## config.mk

```make
export PLATFORM = sky130hd
export DESIGN_NAME = mm_operand_feeder
export DESIGN_NICKNAME = d
export VERILOG_FILES = /design/src/rtl/mm_pkg.sv /design/src/rtl/mm_skew_line.sv /design/src/rtl/mm_operand_feeder.sv
export SDC_FILE = /design/constraint.sdc
export NUM_CORES = 1
export LEC_CHECK = 0
export CAP_MARGIN = 20
export CORE_ASPECT_RATIO = 1.25
export CORE_MARGIN = 4
export CORE_UTILIZATION = 49
export DETAILED_ROUTE_END_ITERATION = 8
export GPL_TIMING_DRIVEN = 0
export MAX_ROUTING_LAYER = met4
export PLACE_DENSITY = 0.76
export SYNTH_ARGS = -nofsm -noshare
export SYNTH_HDL_FRONTEND = slang
export SYNTH_SLANG_ARGS = --single-unit
```

## constraint.sdc

```tcl
create_clock -name clk -period 2.7 [get_ports clk]
set_clock_uncertainty 0.2 [all_clocks]
set_input_delay 0.54 -clock clk [delete_from_list [all_inputs] [get_ports clk]]
set_output_delay 0.54 -clock clk [all_outputs]
set_load 0.05 [all_outputs]
```

## src/rtl/mm_pkg.sv

```systemverilog
// rtl/mm_pkg.sv - shared types and helpers for the systolic-array operand feeder
package mm_pkg;

    localparam int DEFAULT_DATA_WIDTH = 8;

    typedef enum logic [1:0] {
        IDLE   = 2'd0,
        STREAM = 2'd1,
        FLUSH  = 2'd2
    } feeder_state_t;

    // Base bit offset of lane idx within a packed N-lane bus.
    function automatic int lane_slice(input int idx, input int width = DEFAULT_DATA_WIDTH);
        return idx * width;
    endfunction

endpackage

```

## src/rtl/mm_skew_line.sv

```systemverilog
// rtl/mm_skew_line.sv - fixed-depth delay line carrying one lane's data and valid bit
module mm_skew_line #(
    parameter int DATA_WIDTH = 8,
    parameter int DEPTH      = 1
) (
    input  logic                  clk,
    input  logic                  reset,
    input  logic [DATA_WIDTH-1:0] shift_data,
    input  logic                  shift_valid,
    output logic [DATA_WIDTH-1:0] tap_data,
    output logic                  tap_valid
);

    logic [DATA_WIDTH-1:0] data_sr [DEPTH];
    logic [DEPTH-1:0]      valid_sr;

    always_ff @(posedge clk) begin
        if (reset) begin
            for (int k = 0; k < DEPTH; k++) begin
                data_sr[k] <= '0;
            end
            valid_sr <= '0;
        end else begin
            data_sr[0]  <= shift_data;
            valid_sr[0] <= shift_valid;
            for (int k = 1; k < DEPTH; k++) begin
                data_sr[k]  <= data_sr[k-1];
                valid_sr[k] <= valid_sr[k-1];
            end
        end
    end

    assign tap_data  = data_sr[DEPTH-1];
    assign tap_valid = valid_sr[DEPTH-1];

endmodule

```

## src/rtl/mm_operand_feeder.sv

```systemverilog
// rtl/mm_operand_feeder.sv - skewed operand feeder for one array edge; MM_FEEDER_UNDERRUN_EN enables the sticky underrun flag
module mm_operand_feeder
    import mm_pkg::*;
#(
    parameter int DATA_WIDTH = DEFAULT_DATA_WIDTH,
    parameter int N          = 4,
    parameter int K_W        = 8
) (
    input  logic                    clk,
    input  logic                    reset,
    input  logic                    start_i,
    input  logic [K_W-1:0]          k_len_i,
    input  logic                    col_valid_i,
    output logic                    col_ready_o,
    input  logic [N*DATA_WIDTH-1:0] col_data_i,
    output logic [N*DATA_WIDTH-1:0] a_o,
    output logic [N-1:0]            lane_valid_o,
    output logic                    busy_o,
    output logic                    done_o,
    output logic                    err_o
);

    localparam int FW = (N > 2) ? $clog2(N - 1) : 1;
    localparam logic [FW-1:0] FLUSH_LAST = FW'(N - 2);

    feeder_state_t  state;
    logic [K_W-1:0] k_len;
    logic [K_W-1:0] k_cnt;
    logic [FW-1:0]  f_cnt;
    logic           accept;

    assign col_ready_o = (state == STREAM);
    assign busy_o      = (state != IDLE);
    assign accept      = col_ready_o & col_valid_i;

    always_ff @(posedge clk) begin
        if (reset) begin
            state  <= IDLE;
            k_len  <= '0;
            k_cnt  <= '0;
            f_cnt  <= '0;
            done_o <= 1'b0;
        end else begin
            done_o <= 1'b0;
            case (state)
                IDLE: begin
                    if (start_i) begin
                        if (k_len_i != '0) begin
                            k_len <= k_len_i;
                            k_cnt <= '0;
                            state <= STREAM;
                        end else begin
                            done_o <= 1'b1;
                        end
                    end
                end
                STREAM: begin
                    // Underrun cycles still count: the array cannot be stalled.
                    if (k_cnt == k_len - K_W'(1)) begin
                        f_cnt <= '0;
                        state <= FLUSH;
                    end else begin
                        k_cnt <= k_cnt + K_W'(1);
                    end
                end
                FLUSH: begin
                    if (f_cnt == FLUSH_LAST) begin
                        done_o <= 1'b1;
                        state  <= IDLE;
                    end else begin
                        f_cnt <= f_cnt + FW'(1);
                    end
                end
                default: state <= IDLE;
            endcase
        end
    end

`ifdef MM_FEEDER_UNDERRUN_EN
    always_ff @(posedge clk) begin
        if (reset) begin
            err_o <= 1'b0;
        end else if (state == IDLE && start_i && k_len_i != '0) begin
            err_o <= 1'b0;
        end else if (state == STREAM && !col_valid_i) begin
            err_o <= 1'b1;
        end
    end
`else
    assign err_o = 1'b0;
`endif

    // Lane i delays by i+1 cycles; zeros shift in whenever no column is taken.
    for (genvar i = 0; i < N; i++) begin : g_lane
        localparam int LO = lane_slice(i, DATA_WIDTH);
        logic [DATA_WIDTH-1:0] lane_in;

        assign lane_in = accept ? col_data_i[LO +: DATA_WIDTH] : '0;

        mm_skew_line #(
            .DATA_WIDTH(DATA_WIDTH),
            .DEPTH     (i + 1)
        ) u_skew (
            .clk        (clk),
            .reset      (reset),
            .shift_data (lane_in),
            .shift_valid(accept),
            .tap_data   (a_o[LO +: DATA_WIDTH]),
            .tap_valid  (lane_valid_o[i])
        );
    end

endmodule

```

==> reports/results.ini, run 1 <==
[worst_setup_path]
critPathKind=register to register
critical_path_arrival_ns=2.56
worstPathCellList=inv_1, ha_1, or3b_1, a211oi_2, nand3b_2, a211oi_4, a21oi_1, o221a_2
crit_family=compound AO/OA/AOI/OAI gates
cpPeakStageDelay_ns=0.39
cp-end-kind=register
cp_max_fo=7
cpMaxStageDelayCell=or3b_1
required_ns=2.74
cp_num_buf_inv=1
start_kind=register

[final_layout]
ff_latch_area_mm2=0.002103
fin_cells=534
layout_commonest_cell=dfxtp_1
area_delta_synth_final_pct=30.66
nNetsFinal=487
fill_cells=557
drive_gt1_share_pct=11.49
antenna_cells=0
layout_common_cells=dfxtp_1, clkdlybuf4s50_1, nor2b_1
multi_input_area_mm2=0.001303

[sta]
fin_tns_setup_ns=0
max_freq_ghz=0.3960
worstMarginPinSlew_ns=0.6248
hold_viol=0
setup_viol=0
max_slew_margin_pct=58.26
slew_violations=0
setup_ws_ns=0.1749
finalCriticalPeriod_ns=2.525
min_period_over_period_pct=93.52

[synth]
synth-simple-area-share_pct=23.24
synth.avg_cell_area_um2=10.57
async_reset_ff_share_pct=0
synth_top_family_by_area=simple AND/OR/NAND/NOR gates
syn_inst=346
synth_cell_type_count=43
muxShareOfSynthArea_pct=1.369
seq_area_frac_synth_pct=57.49
syn_nets=393
yosys.area_share.adder_pct=1.027
yosys_warnings=0
ys.flop_type=dfxtp_1
synth_compound_area_share_pct=7.734
synth_top_area_share_pct=57.49
yosysTopAreaCell=dfxtp_1
synth-seq-cells=105
synth_edf_count=0
syn_area_mm2=0.003656
synth_xor_area_share_pct=2.156
ys_top_cells_by_area=dfxtp_1, nor2b_1, and2_1

[die]
start_util_pct=51.46
num_rows=34
die_h_um=104.6
fp.dieW_um=85.26
coreArea_mm2=0.007104
io_pins=84
die-area_mm2=0.008916

[clock_network]
clockBufferDepth=2
path_clk_slew_ns=0.09
cts_made_buffers=9
clockRootBuffer=clkbuf_8
cts_sinks=105
hold_buffers=0
tritoncts=done
cts_max_level=3
clk_latency_ns=0.35

[power_and_ir_drop]
pwr_density_cell_mw_per_mm2=581.7
power_uw=2779
vdd_drop_max_uv=412.6
clock_power_share_pct=32.8
swShare_pct=23.05
p_int_uw=2138
power_frac_seq_pct=57.5
cellLeakagePower_uw=0.001873
p_switching_uw=640.5
share_comb_of_total_power_pct=9.7

[place]
io_buffer_count=82
place_congestion=0.8225
pre_cts_slack_ns=0.07452
dp_hpwl_um=5042
dp_cells=518

[detailed_routing]
routedWlPerCell_um=12.31
dr.pass1.iters=4
dr_total_vias=2507
antenna_left=0
drc=0
drt_first_iter_violations=105
vias_per_cell=4.695
wl_um=6574

[global_route]
grt_usage_pct=15.80
grt_antenna_before_repair=0
grt_pass1_wl_um=10900
grt.overflow.total=0
grt_max_degree=17
grt_pass1_vias=2499

[job]
cap_violations=0

[status]
status=finished, final reports clean

[worst_hold_path]
hp-class=register to register

power by group through the flow:
stage	Sequential [uW]	Combinational [uW]	Clock (uW)
CTS	1600	271	943
finish	1600	268	912
detailed placement	1630	271	0
global route	1600	294	1000
global placement	1630	264	0
floorplan	1640	153	0
per-stage QoR:
stage / util, % / hold slack (ns) / area [um2]
6_report: 67.24 / 0.2396 / 4777
5_1_grt: 67.24 / 0.2586 / 4777
4_1_cts: 67.17 / 0.2422 / 4772
3_5_place_dp: 64.60 / 0.2204 / 4589
3_3_place_gp: 64.60 / 0.2167 / 4589
2_1_floorplan: - / 0.2138 / 3656
final timing paths:
check / startpoint / to / slack, ns / cells past startpoint
worst max-delay path: k_len[0]$_SDFFE_PP0P_ / f_cnt[0]$_SDFFE_PP0P_ / 0.17 / 8
worst min-delay path: g_lane[2].u_skew.data_sr[0][1]$_SDFF_PP0_ / g_lane[2].u_skew.data_sr[0][9]$_SDFF_PP0_ / 0.24 / 1
worst max register to register: k_len[0]$_SDFFE_PP0P_ / f_cnt[0]$_SDFFE_PP0P_ / 0.17 / 8
worst min register to register: g_lane[2].u_skew.data_sr[0][1]$_SDFF_PP0_ / g_lane[2].u_skew.data_sr[0][9]$_SDFF_PP0_ / 0.24 / 1
flip-flops by register name, indices dropped and copies added, names as in the netlist:
| register | count |
|---|---|
| done_o | 1 |
| k_cnt | 8 |
| state | 2 |
| g_lane.u_skew.valid_sr | 4 |
| g_lane.u_skew.data_sr | 80 |
| k_len | 8 |
| f_cnt | 2 |
logic make-up (layout without fill, tap and decap cells):
| logic type | count (synthesis) | in the layout |
|---|---|---|
| AO/OA/AOI/OAI | 38 | 38 |
| flip-flops | 105 | 105 |
| XOR/XNOR | 9 | 9 |
| buffers and inverters | 43 | 141 |
| AND/OR/NAND/NOR | 142 | 142 |
| other | 1 | 1 |
| adder cells (fa/ha/maj) | 3 | 3 |
| multiplexers | 5 | 5 |
routing by layer:
layer	up-vias	wire length [um]	global-route usage [%]
li1	1302	-	-
met1	1143	2676	16.28
met2	52	3478	28.17
met3	10	332	3.701
met4	0	87	6.900
met5	-	0	-
Yosys cell counts (3+ instances only):
cell type	n
and3_1	3
clkbuf_1	11
ha_1	3
nor3_1	3
nand2_1	6
or4_1	6
inv_1	6
nand3_1	7
buf_2	3
and2_1	32
buf_4	21
xor2_1	3
or2_2	3
mux2i_1	5
dfxtp_1	105
nor2b_1	54
o31ai_1	6
nor2_1	18
a21oi_1	17
xnor2_1	6
worst reg2reg max path, cell delays in order, from the launching register on:
cell	delay (ns)
dfxtp_2	0.36
inv_1	0.08
ha_1	0.28
or3b_1	0.39
a211oi_2	0.26
nand3b_2	0.14
a211oi_4	0.33
a21oi_1	0.13
o221a_2	0.25
what timing repair did:
item,in CTS,in global routing
pin swaps,0,1
gates resized for setup,1,3
hold endpoints to repair,0,0
endpoints found under the setup margin,1,12
buffers inserted,0,1
final cells by class:
class | instances | share of cell area [%]
clock buffer | 11 | 2.750
timing repair buffer | 83 | 17.23
inverter | 6 | 0.4715
multi-input combinational | 198 | 27.27
clock inverter | 4 | 1.100
sequential | 105 | 44.03
tap | 90 | 2.357
buffer | 37 | 4.793
No activity file was read; power rests on OpenSTA's default activity.
==> run 2: changes to the inputs <==
--- a/config.mk
+++ b/config.mk
@@ -8,11 +8,11 @@
 export CAP_MARGIN = 20
 export CORE_ASPECT_RATIO = 1.25
 export CORE_MARGIN = 4
-export CORE_UTILIZATION = 49
+export CORE_UTILIZATION = 44
 export DETAILED_ROUTE_END_ITERATION = 8
 export GPL_TIMING_DRIVEN = 0
 export MAX_ROUTING_LAYER = met4
-export PLACE_DENSITY = 0.76
+export PLACE_DENSITY = 0.72
 export SYNTH_ARGS = -nofsm -noshare
 export SYNTH_HDL_FRONTEND = slang
 export SYNTH_SLANG_ARGS = --single-unit
==> constraint.sdc (replaced) <==
create_clock -name clk -period 2.28 [get_ports clk]
set_clock_uncertainty 0.2 [all_clocks]
set_input_delay 0.456 -clock clk [delete_from_list [all_inputs] [get_ports clk]]
set_output_delay 0.456 -clock clk [all_outputs]
set_load 0.05 [all_outputs]
==> reports/results.ini, run 2 (synthesis gave the netlist of run 1 again) <==
[final_layout]
antenna_cells=0  ; unchanged
fill_cells=643  ; +15%
drive_gt1_share_pct=22.13  ; +11 points
area_delta_synth_final_pct=42.16
regMostFlops=g_lane.u_skew.data_sr
layout_commonest_cell=dfxtp_1
nNetsFinal=503  ; +3.3%
largestRegisters=g_lane.u_skew.data_sr x80, k_cnt x8, k_len x8
largest_reg_flops=80  ; unchanged
design_area_mm2=0.005197  ; +8.8%
layout_common_cells=dfxtp_1, clkdlybuf4s50_1, nor2b_1
fin_cells=556  ; +4.1%

[worst_setup_path]
cp-end-kind=register
cp_num_buf_inv=2  ; +1
crit_family=simple AND/OR/NAND/NOR gates
r2r_end=k_cnt[5]$_SDFFE_PP0P_
required_ns=2.38  ; -0.36 ns
critPathKind=register to register
worstPathCellList=xor2_4, or3b_4, a31oi_4, a211oi_4, buf_6, buf_16, or4_1, a21oi_2
cpPeakStageDelay_ns=0.49  ; +0.10 ns
ff2ff_path_depth=8  ; unchanged
cp_max_fo=4  ; -3
start_kind=register
r2r_slack_ns=-0.13  ; -0.30 ns
reg2reg_from=k_cnt[4]$_SDFFE_PP0P_
critical_path_arrival_ns=2.51  ; -0.05 ns
cpMaxStageDelayCell=or4_1

[detailed_routing]
routedWlPerCell_um=13.12  ; +6.6%
vias_per_cell=4.703  ; +0.18%
dr.pass1.iters=4  ; unchanged
drt_first_iter_violations=92  ; -12%
drc=0  ; unchanged
wl_um=7297  ; +11%
dr_total_vias=2615  ; +4.3%
antenna_left=0  ; unchanged

[clock_network]
cts_sinks=105  ; unchanged
cts_made_buffers=9  ; unchanged
cts_max_level=3  ; unchanged
tritoncts=done
clockRootBuffer=clkbuf_8
path_clk_slew_ns=0.10  ; about the same
clockBufferDepth=2  ; unchanged
clk_latency_ns=0.37  ; +0.02 ns
hold_buffers=0  ; unchanged

[job]
cap_violations=0  ; unchanged

[die]
coreArea_mm2=0.007928  ; +12%
fp.dieW_um=89.53  ; +5.0%
die-area_mm2=0.009841  ; +10%
die_h_um=109.9  ; +5.1%
io_pins=84  ; unchanged
num_rows=36  ; +5.9%
start_util_pct=46.12  ; -5.3 points

[global_route]
grt_pass1_wl_um=11070  ; +1.6%
grt_antenna_before_repair=0  ; unchanged
grt.overflow.total=0  ; unchanged
grt_usage_pct=15.51  ; -0.29 points
grt_max_degree=19  ; +2
grt_pass1_vias=2468  ; -1.2%

[power_and_ir_drop]
power_frac_seq_pct=55.4  ; -2.1 points
pwr_density_cell_mw_per_mm2=657.9  ; +13%
cellLeakagePower_uw=0.002325  ; +24%
vdd_drop_max_uv=436.3  ; +5.8%
clock_power_share_pct=33.1  ; +0.3 points
swShare_pct=24.37  ; +1.3 points
p_int_uw=2586  ; +21%
share_comb_of_total_power_pct=11.5  ; +1.8 points
p_switching_uw=833.3  ; +30%

[place]
io_buffer_count=82  ; unchanged
place_area_mm2=0.004608  ; +0.41%
place_congestion=0.8949  ; +8.8%
pre_cts_slack_ns=-0.3021  ; -0.3766 ns
dp_hpwl_um=5104  ; +1.2%
dp_cells=523  ; +0.97%

[sta]
worstMarginPinSlew_ns=0.6843  ; +0.05953 ns
rsz0062_at_grt=true
setup_viol=12  ; +12
slew_violations=0  ; unchanged
setup_ws_ns=-0.1259  ; -0.3009 ns
max_slew_margin_pct=54.28  ; -4.0 points
max_freq_ghz=0.4156  ; +5.0%
finalCriticalPeriod_ns=2.406  ; -0.1191 ns
hold_viol=0  ; unchanged
min_period_over_period_pct=105.5  ; +12 points

[status]
violations=negative setup slack
status=complete, but fails checks

[worst_hold_path]
hp-class=register to register
holdPathStages=1  ; unchanged
hp-start=g_lane[2].u_skew.data_sr[0][15]$_SDFF_PP0_
whs_endpoint=g_lane[2].u_skew.data_sr[0][23]$_SDFF_PP0_

[run 2: cell types whose count changed in the layout (fill, tap and decap cells not counted), moves of 3 or more]
cell             before  now
o31ai_2               0    3
clkbuf_1             13   10
dfxtp_4               0    4
buf_4                22   34
a21oi_1              17   12
dfxtp_1             104   97
clkdlybuf4s50_1      81   64
dlymetal6s2s_1        0   15
dfxtp_2               1    4
o31ai_1               6    3
a21oi_2               0    5
[run 2: worst max-delay path by stage]
stage | depth (start not counted) | end | startpoint
after floorplan | 8 | f_cnt[0]$_SDFFE_PP0P_ | k_len[0]$_SDFFE_PP0P_
after global placement | 7 | k_cnt[0]$_SDFFE_PP0P_ | k_len_i[0]
after detailed placement | 7 | k_cnt[0]$_SDFFE_PP0P_ | k_len_i[0]
after CTS | 8 | k_cnt[3]$_SDFFE_PP0P_ | k_len[2]$_SDFFE_PP0P_
after global routing | 10 | state[0]$_SDFFE_PP0P_ | k_len[0]$_SDFFE_PP0P_
final | 8 | k_cnt[5]$_SDFFE_PP0P_ | k_cnt[4]$_SDFFE_PP0P_
[run 2: final cells by class]
type	instances	area (um2)	area share, %
multi-input cells	198	1446	27.83
flip-flops and latches	105	2122	40.83
clock buffers	9	123.9	2.383
plain buffers	36	231.5	4.454
well taps	95	118.9	2.287
clock inverters	7	77.57	1.493
inverters	6	27.53	0.5296
repair buffers	100	1050	20.20
[run 2: routing by layer]
metal | track usage (%) | part of all wire, %
met4 | 6.383 | 2.4
met5 | - | 0
met3 | 6.447 | 7.8
met2 | 26.24 | 52
met1 | 15.65 | 37
[run 2: repair_timing]
action                                  CTS  global route
setup buffers                             7             9
gates cloned                              1             1
resized for setup                        24            48
endpoints found under the setup margin   15            28
pin swaps                                 7            21
endpoints found under the hold margin     0             0
[run 2: stage by stage]
stage / util, % / TNS [ns] / hold slack, ns / total power, uW
finish: 65.56 / -1.095 / 0.2348 / 3420
global route: 65.56 / -2.247 / 0.2497 / 3575
CTS: 62.11 / -0.9777 / 0.2401 / 3414
detailed placement: 58.13 / -8.060 / 0.2239 / 2262
global placement: 58.13 / -7.841 / 0.2171 / 2256
floorplan: - / 0 / 0.2138 / 2128
[run 2: power groups by stage]
| stage | registers [uW] | clock network (uW) | logic [uW] |
|---|---|---|---|
| after floorplan | 1940 | 0 | 186 |
| after global placement | 1940 | 0 | 320 |
| after detailed placement | 1940 | 0 | 325 |
| after CTS | 1890 | 1170 | 346 |
| after global routing | 1900 | 1250 | 423 |
| final | 1890 | 1130 | 392 |
